[config.mk]
export PLATFORM = sky130hd
export DESIGN_NAME = stream_demux_router
export DESIGN_NICKNAME = d
export VERILOG_FILES = /design/src/rtl/stream_demux_router.sv
export SDC_FILE = /design/constraint.sdc
export NUM_CORES = 1
export LEC_CHECK = 0
export CAP_MARGIN = 20
export CORE_MARGIN = 2
export CORE_UTILIZATION = 39
export DETAILED_ROUTE_END_ITERATION = 8
export GPL_TIMING_DRIVEN = 0
export PLACE_DENSITY = 0.73
export SLEW_MARGIN = 20
export SYNTH_ARGS = -nofsm -noshare
export SYNTH_HDL_FRONTEND = slang
export SYNTH_SLANG_ARGS = --single-unit
[constraint.sdc]
create_clock -name clk -period 1.7 [get_ports clk]
set_input_delay 0.34 -clock clk [delete_from_list [all_inputs] [get_ports clk]]
set_output_delay 0.34 -clock clk [all_outputs]
set_load 0.005 [all_outputs]
[src/rtl/stream_demux_router.sv]
// Packet-aware 1:N stream demux with a single registered holding stage.
// The destination is locked on a packet's first beat; bad selects drop the whole packet.
//   state   | meaning
//   IDLE    | between packets, next accepted beat is a first beat
//   FWD     | mid-packet, beats follow the locked destination
//   DROP    | mid-packet with invalid select, beats consumed and discarded
module stream_demux_router #(
    parameter int DATA_W = 8,
    parameter int N_OUT  = 2,
    parameter int SEL_W  = 1
) (
    input  logic                    clk,
    input  logic                    rst,
    input  logic                    in_valid,
    output logic                    in_ready,
    input  logic [DATA_W-1:0]       in_data,
    input  logic                    in_last,
    input  logic [SEL_W-1:0]        in_sel,
    output logic [N_OUT-1:0]        out_valid,
    input  logic [N_OUT-1:0]        out_ready,
    output logic [N_OUT*DATA_W-1:0] out_data,
    output logic [N_OUT-1:0]        out_last,
    output logic                    drop_err,
    output logic [15:0]             pkt_count
);

    localparam logic [1:0] ST_IDLE = 2'd0;
    localparam logic [1:0] ST_FWD  = 2'd1;
    localparam logic [1:0] ST_DROP = 2'd2;

    localparam logic [SEL_W:0] N_OUT_W = (SEL_W + 1)'(N_OUT);

    logic [1:0]        state_q, state_d;
    logic              hold_v_q, hold_v_d;
    logic [DATA_W-1:0] hold_data_q, hold_data_d;
    logic              hold_last_q, hold_last_d;
    logic [SEL_W-1:0]  hold_dest_q, hold_dest_d;
    logic [SEL_W-1:0]  lock_dest_q, lock_dest_d;
    logic              drop_err_q, drop_err_d;
    logic [15:0]       pkt_count_q, pkt_count_d;

    logic [N_OUT-1:0]  dest_hit;
    logic              dest_ready;
    logic              pop;
    logic              accept;
    logic              sel_ok;

    always_comb begin
        dest_hit = '0;
        for (int i = 0; i < N_OUT; i++) begin
            dest_hit[i] = (hold_dest_q == SEL_W'(i));
        end
        dest_ready = |(out_ready & dest_hit);
        pop        = hold_v_q & dest_ready;
        sel_ok     = ({1'b0, in_sel} < N_OUT_W);
        in_ready   = !rst & ((state_q == ST_DROP) | !hold_v_q | dest_ready);
        accept     = in_valid & in_ready;
    end

    always_comb begin
        state_d     = state_q;
        hold_v_d    = hold_v_q;
        hold_data_d = hold_data_q;
        hold_last_d = hold_last_q;
        hold_dest_d = hold_dest_q;
        lock_dest_d = lock_dest_q;
        drop_err_d  = 1'b0;
        pkt_count_d = pkt_count_q;

        if (pop) begin
            hold_v_d = 1'b0;
            if (hold_last_q) begin
                pkt_count_d = pkt_count_q + 16'd1;
            end
        end

        // A push in the same cycle as a pop overrides the clear above.
        case (state_q)
            ST_IDLE: begin
                if (accept) begin
                    if (sel_ok) begin
                        hold_v_d    = 1'b1;
                        hold_data_d = in_data;
                        hold_last_d = in_last;
                        hold_dest_d = in_sel;
                        lock_dest_d = in_sel;
                        if (!in_last) begin
                            state_d = ST_FWD;
                        end
                    end else if (in_last) begin
                        drop_err_d = 1'b1;
                    end else begin
                        state_d = ST_DROP;
                    end
                end
            end
            ST_FWD: begin
                if (accept) begin
                    hold_v_d    = 1'b1;
                    hold_data_d = in_data;
                    hold_last_d = in_last;
                    hold_dest_d = lock_dest_q;
                    if (in_last) begin
                        state_d = ST_IDLE;
                    end
                end
            end
            ST_DROP: begin
                if (accept && in_last) begin
                    state_d    = ST_IDLE;
                    drop_err_d = 1'b1;
                end
            end
            default: begin
                state_d = ST_IDLE;
            end
        endcase
    end

    always_ff @(posedge clk) begin
        if (rst) begin
            state_q     <= ST_IDLE;
            hold_v_q    <= 1'b0;
            hold_data_q <= '0;
            hold_last_q <= 1'b0;
            hold_dest_q <= '0;
            lock_dest_q <= '0;
            drop_err_q  <= 1'b0;
            pkt_count_q <= '0;
        end else begin
            state_q     <= state_d;
            hold_v_q    <= hold_v_d;
            hold_data_q <= hold_data_d;
            hold_last_q <= hold_last_d;
            hold_dest_q <= hold_dest_d;
            lock_dest_q <= lock_dest_d;
            drop_err_q  <= drop_err_d;
            pkt_count_q <= pkt_count_d;
        end
    end

    // Unselected channels are forced to zero, not left holding stale data.
    always_comb begin
        out_valid = '0;
        out_last  = '0;
        out_data  = '0;
        for (int i = 0; i < N_OUT; i++) begin
            out_valid[i] = hold_v_q & dest_hit[i];
            out_last[i]  = hold_v_q & dest_hit[i] & hold_last_q;
            if (hold_v_q && dest_hit[i]) begin
                out_data[i*DATA_W +: DATA_W] = hold_data_q;
            end
        end
    end

    assign drop_err  = drop_err_q;
    assign pkt_count = pkt_count_q;

endmodule

Word-level counts from Yosys, hierarchy flattened
Index checks and enable logic that the tools add are counted.
Widths: inputs -> output; s select.
{"block": "classes", "muxes": 15, "reduce_logical": 15, "n_mul": 0, "n_div": 0, "n_eq_ne": 7, "shift": 0, "addsub": 1, "n_bitwise": 12, "n_lt_le_gt_ge": 0}
{"operator": "$add 16x1->16 const B", "n": 1}
{"operator": "$mux 8", "n": 2}
{"operator": "$mux 2", "n": 5}
{"operator": "$ne 2x2->1 const B", "n": 4}
{"operator": "$and 1x1->1", "n": 7}
{"operator": "$mux 1", "n": 6}
{"operator": "$pmux 2 s3", "n": 1}
{"operator": "$reduce_and 2->1", "n": 3}
{"operator": "$reduce_or 2->1", "n": 3}
{"operator": "$reduce_and 5->1", "n": 1}
{"operator": "$logic_and 1x1->1", "n": 3}
{"operator": "$reduce_and 3->1", "n": 1}
{"operator": "$and 2x2->2", "n": 1}
{"operator": "$eq 2x1->1 const B", "n": 1}
{"operator": "$eq 2x2->1 const B", "n": 1}
{"operator": "$logic_not 1->1", "n": 2}
{"operator": "$logic_not 2->1", "n": 1}
{"operator": "$ne 2x1->1 const B", "n": 1}
{"operator": "$not 1->1", "n": 2}
{"operator": "$or 1x1->1", "n": 2}
{"operator": "$pmux 1 s2", "n": 1}
{"operator": "$reduce_bool 2->1", "n": 1}
{"block": "totals", "memories": 0, "ramBits": 0, "romBits": 0, "reg_bits": 31, "latchBits": 0, "in_bits": 15}

Logic depth before layout (Yosys ltp)
{"block": "logic_depth", "depth_word": 9, "ltp_mapped": 5}

Least setup slack after synthesis
Ideal clock, no wire load.
{"block": "synth_timing", "kind": "register -> register", "from": "register hold_v_q", "to": "register pkt_count_q[13] (netlist: pkt_count[13])", "setup_slack_ns": 0.106, "required_time_ns": 1.579, "synth_period_minus_slack_ns": 1.594, "path_stages_with_launch": 5, "setup_time_ns": 0.121, "arrival_time_ns": 1.474, "cell_sequence": "dfxtp_1 > nand4_2 > or3_4 > nor3_1 > mux2_2"}
{"block": "synth_via", "elab_chain_len": 2}
{"item": "start, declared", "line": "34", "rtl": "logic hold_v_q, hold_v_d;"}
{"item": "start signal, assigned", "line": "132", "rtl": "hold_v_q <= hold_v_d;"}
{"item": "$and 1x1->1", "line": "54", "rtl": "pop = hold_v_q & dest_ready;"}
{"item": "$reduce_and 2->1 (no line)"}
{"item": "end signal, assigned", "line": "138", "rtl": "pkt_count_q <= pkt_count_d;"}
{"item": "end, declared", "line": "40", "rtl": "logic [15:0] pkt_count_q, pkt_count_d;"}
Every way passes these cells.
A chain may end at the register's enable or synchronous reset.

Final worst setup path
{"block": "layout_timing", "from": "register hold_dest_q", "to": "output out_data[1]"}
{"block": "layout_via", "elab_chain_len": 3}
{"item": "start, declared", "line": "37", "rtl": "logic [SEL_W-1:0] hold_dest_q, hold_dest_d;"}
{"item": "start signal, assigned", "line": "135", "rtl": "hold_dest_q <= hold_dest_d;"}
{"item": "$not 1->1", "line": "51", "rtl": "dest_hit[i] = (hold_dest_q == SEL_W'(i));"}
{"item": "$logic_and 1x1->1", "line": "150", "rtl": "if (hold_v_q && dest_hit[i]) begin"}
{"item": "$mux 8", "line": "150"}
{"item": "end, declared", "line": "21", "rtl": "output logic [N_OUT*DATA_W-1:0] out_data,"}
Every way passes these cells.

==> metrics.txt <==
Cell Count, Final, Fillers Out ~290; Worst Hold End hold_data_q[1]$_SDFFE_PP0P_; Worst Setup Start Kind register; gr ovfl total 0; # IOs 53; sequential cell area 597 sq um; crit path max fanout 6; CP Cell Sequence buf_6, and2b_2, buf_6, and2_1, buf_2; fin crit period 1.81 ns; routed length per instance 13.6 um; # clock sinks 29; unrepaired setup endpoints after global routing true; Area contributors post-synth dfxtp_1, xnor2_1, nand2b_1; Max stage delay on crit path 0.42 ns; Seq/Total Area, Yosys 0.418; final core utilization 0.657; clk_lat worst skew between 0.3 and 0.4 ns; failing checks setup timing; Worst R2R Start hold_dest_q$_SDFFE_PP0P_; HPWL after detailed placement 2450 um; CTS HTree Levels 2; min-delay src hold_data_q[1]$_SDFFE_PP0P_; worst reg2reg path depth 5; I/O Buffers 51; CP Data Required Time around 1.4 ns; Placed Cells 264; Final setup viols 12; area of the multi-input gates 827 sq um; Hold WC Path Type register to register; mean area per synthesized cell ~8.3 sq um; Vias 1447; gr usage total 0.202; crit path from hold_dest_q$_SDFFE_PP0P_; ANT cells 0; CTS tree done; gp weighted congestion a little under 0.8; share of cells above drive strength 1 0.305; Core Footprint 3390 sq um; pwr dens around 600 nW/um^2; setup slack after layout -0.114 ns; Crit-path slowest cell dfxtp_4; DR DRC count 0; Post-Synthesis Cell Area 1390 sq um; most frequent cells after synthesis dfxtp_1, nor2_1, nand2_1, o21ai_0, nand2b_1; chip height 63.7 um; Synth Warn # 0; Critical R2R Capture pkt_count[13]$_SDFFE_PP0P_; leakage 0.916 nW; vias in the first global route 1276; Yosys cell types 31; share of the synthesized area in the top cell type 0.418; synthesized instance count 167; Reg clk slew, reported paths 0.10 ns; clock buffer depth 2; max cap viols 0; Die X 63.7 um; most numerous cell in the Yosys netlist dfxtp_1; Area Overhead vs Synth 60.3%; first-pass iteration count of the detailed router 4; Core Rows 21; setup_tns -0.590 ns; Hold-fix buffers, CTS 0; Die ar. 4050 sq um; Via density 5.01; status finished with violations; top cell type by total area after synthesis dfxtp_1; Initial Util 0.410; antenna violations before repair 0; CP arrival 1.47 ns; Detail Route Antenna Nets 0; flop2flop setup slack -0.05 ns; Post-synth EDFFs 0; CP Class register to output pin; max-slew violation count 0; final WL around 3900 um; Clock Skew 0.0176 ns; Worst path most repeated cell buf_6; CP endpoint kind output pin; initial DRC count 52; Max IR drop VDD 0.418 mV; endpoints failing hold 0; worst hold path cell count 2; pin count of the biggest net entering global routing 11; fillers ~270; first-pass GRT wire length 6270 um; period utilization 1.07; Max Clk Rate 0.551 GHz; Yosys reg bits 29; syn nets 183; CTS Root Cell clkbuf_4; post-layout net count 258; Inserted Clock Buffers 5; asr flop ratio synth 0; Main synth FF type dfxtp_1
[cell type report]
type | instances | area share
tap | 46 | 0.0259
multi-input combinational | 128 | 0.372
inverter | 1 | 0.00169
clock inverter | 2 | 0.00450
clock buffer | 6 | 0.0185
buffer | 9 | 0.0382
sequential | 29 | 0.268
timing repair buffer | 68 | 0.272
[flip-flops by register name, indices dropped and copies added (netlist names)]
| signal | count |
|---|---|
| state_q | 1 |
| hold_v_q | 1 |
| hold_data_q | 8 |
| hold_dest_q | 1 |
| hold_last_q | 1 |
| pkt_count | 16 |
| lock_dest_q | 1 |
[per-stage QoR]
step / hold slack [ns] / cell area (sq um) / total power [W] / setup slack [ns]
global placement: 0.465 / 1960 / 0.000888 / -0.885
finish: 0.490 / 2230 / 0.00138 / -0.114
global route: 0.514 / 2230 / 0.00144 / -0.165
CTS: 0.493 / 2220 / 0.00136 / -0.122
detailed placement: 0.470 / 1960 / 0.000890 / -0.900
floorplan: 0.438 / 1390 / 0.000806 / 0.106
[where the power goes]
group / internal (W) / leakage [nW] / switching (W) / total, W
clock network: 0.000157 / 0.0320 / 0.000265 / 0.000422
logic: 0.000136 / 0.643 / 0.0000913 / 0.000228
registers: 0.000701 / 0.241 / 0.0000248 / 0.000726
total: 0.000995 / 0.916 / 0.000381 / 0.00138
[critical path: cells and delay by family, from the launching register on]
kind	cells	cell delay, ns
buf+inv	3	0.35
flops	1	0.42
simple gates	2	0.35
[per-layer routing]
layer | share of wire | vias to the layer above | wire length [um] | track usage
li1 | - | 720 | - | -
met1 | 0.45 | 675 | 1780 | 0.261
met3 | 0.048 | 10 | 189 | 0.0643
met4 | 0.017 | 0 | 68 | 0.0707
met5 | 0 | - | 0 | 0
met2 | 0.48 | 42 | 1890 | 0.316
[worst max path at each step]
stage / slack (ns) / endpoint
floorplan: 0.11 / pkt_count[13]$_SDFFE_PP0P_
global placement: -0.89 / in_ready
detailed placement: -0.90 / in_ready
CTS: -0.12 / in_ready
global route: -0.17 / out_data[1]
finish: -0.11 / out_data[1]
[repair_timing]
action | CTS | global route
setup endpoints to repair | 38 | 26
resized for setup | 94 | 27
pin swaps | 9 | 1
cloned | 3 | 0
buffers inserted | 14 | 1
[cell usage in the layout (no fill, tap or decap), types with 2 or more instances in the layout]
cell	n
or3_4	2
xnor2_1	9
buf_8	2
and4_1	2
nor2_1	17
clkbuf_4	6
nor3_1	3
or3_1	4
dfxtp_1	20
clkbuf_8	4
clkbuf_2	10
and2b_2	2
mux2i_1	4
clkdlybuf4s50_1	29
and3_1	8
dfxtp_2	7
o21ai_0	13
and2_1	5
dfxtp_4	2
clkbuf_1	2
buf_2	6
nor4b_1	2
and2_4	4
nand2_1	12
nor4_1	2
buf_6	10
nand3_1	6
nand2b_1	11
a21oi_1	8
buf_4	10
clkinv_2	2
dlygate4sd2_1	4
[cell families after synthesis]
family                     count (synthesis)  share of synthesized area
AOI/OAI and AO/OA                         23                     0.0847
buffers and inverters                     11                     0.0333
xor gates and xnor gates                  10                     0.0631
DFF                                       29                      0.418
and+or+nand+nor                           86                      0.345
adders and majority gates                  1                    0.00901
muxes                                      6                     0.0441
other                                      1                    0.00270
No activity file was read; power rests on OpenSTA's default activity.
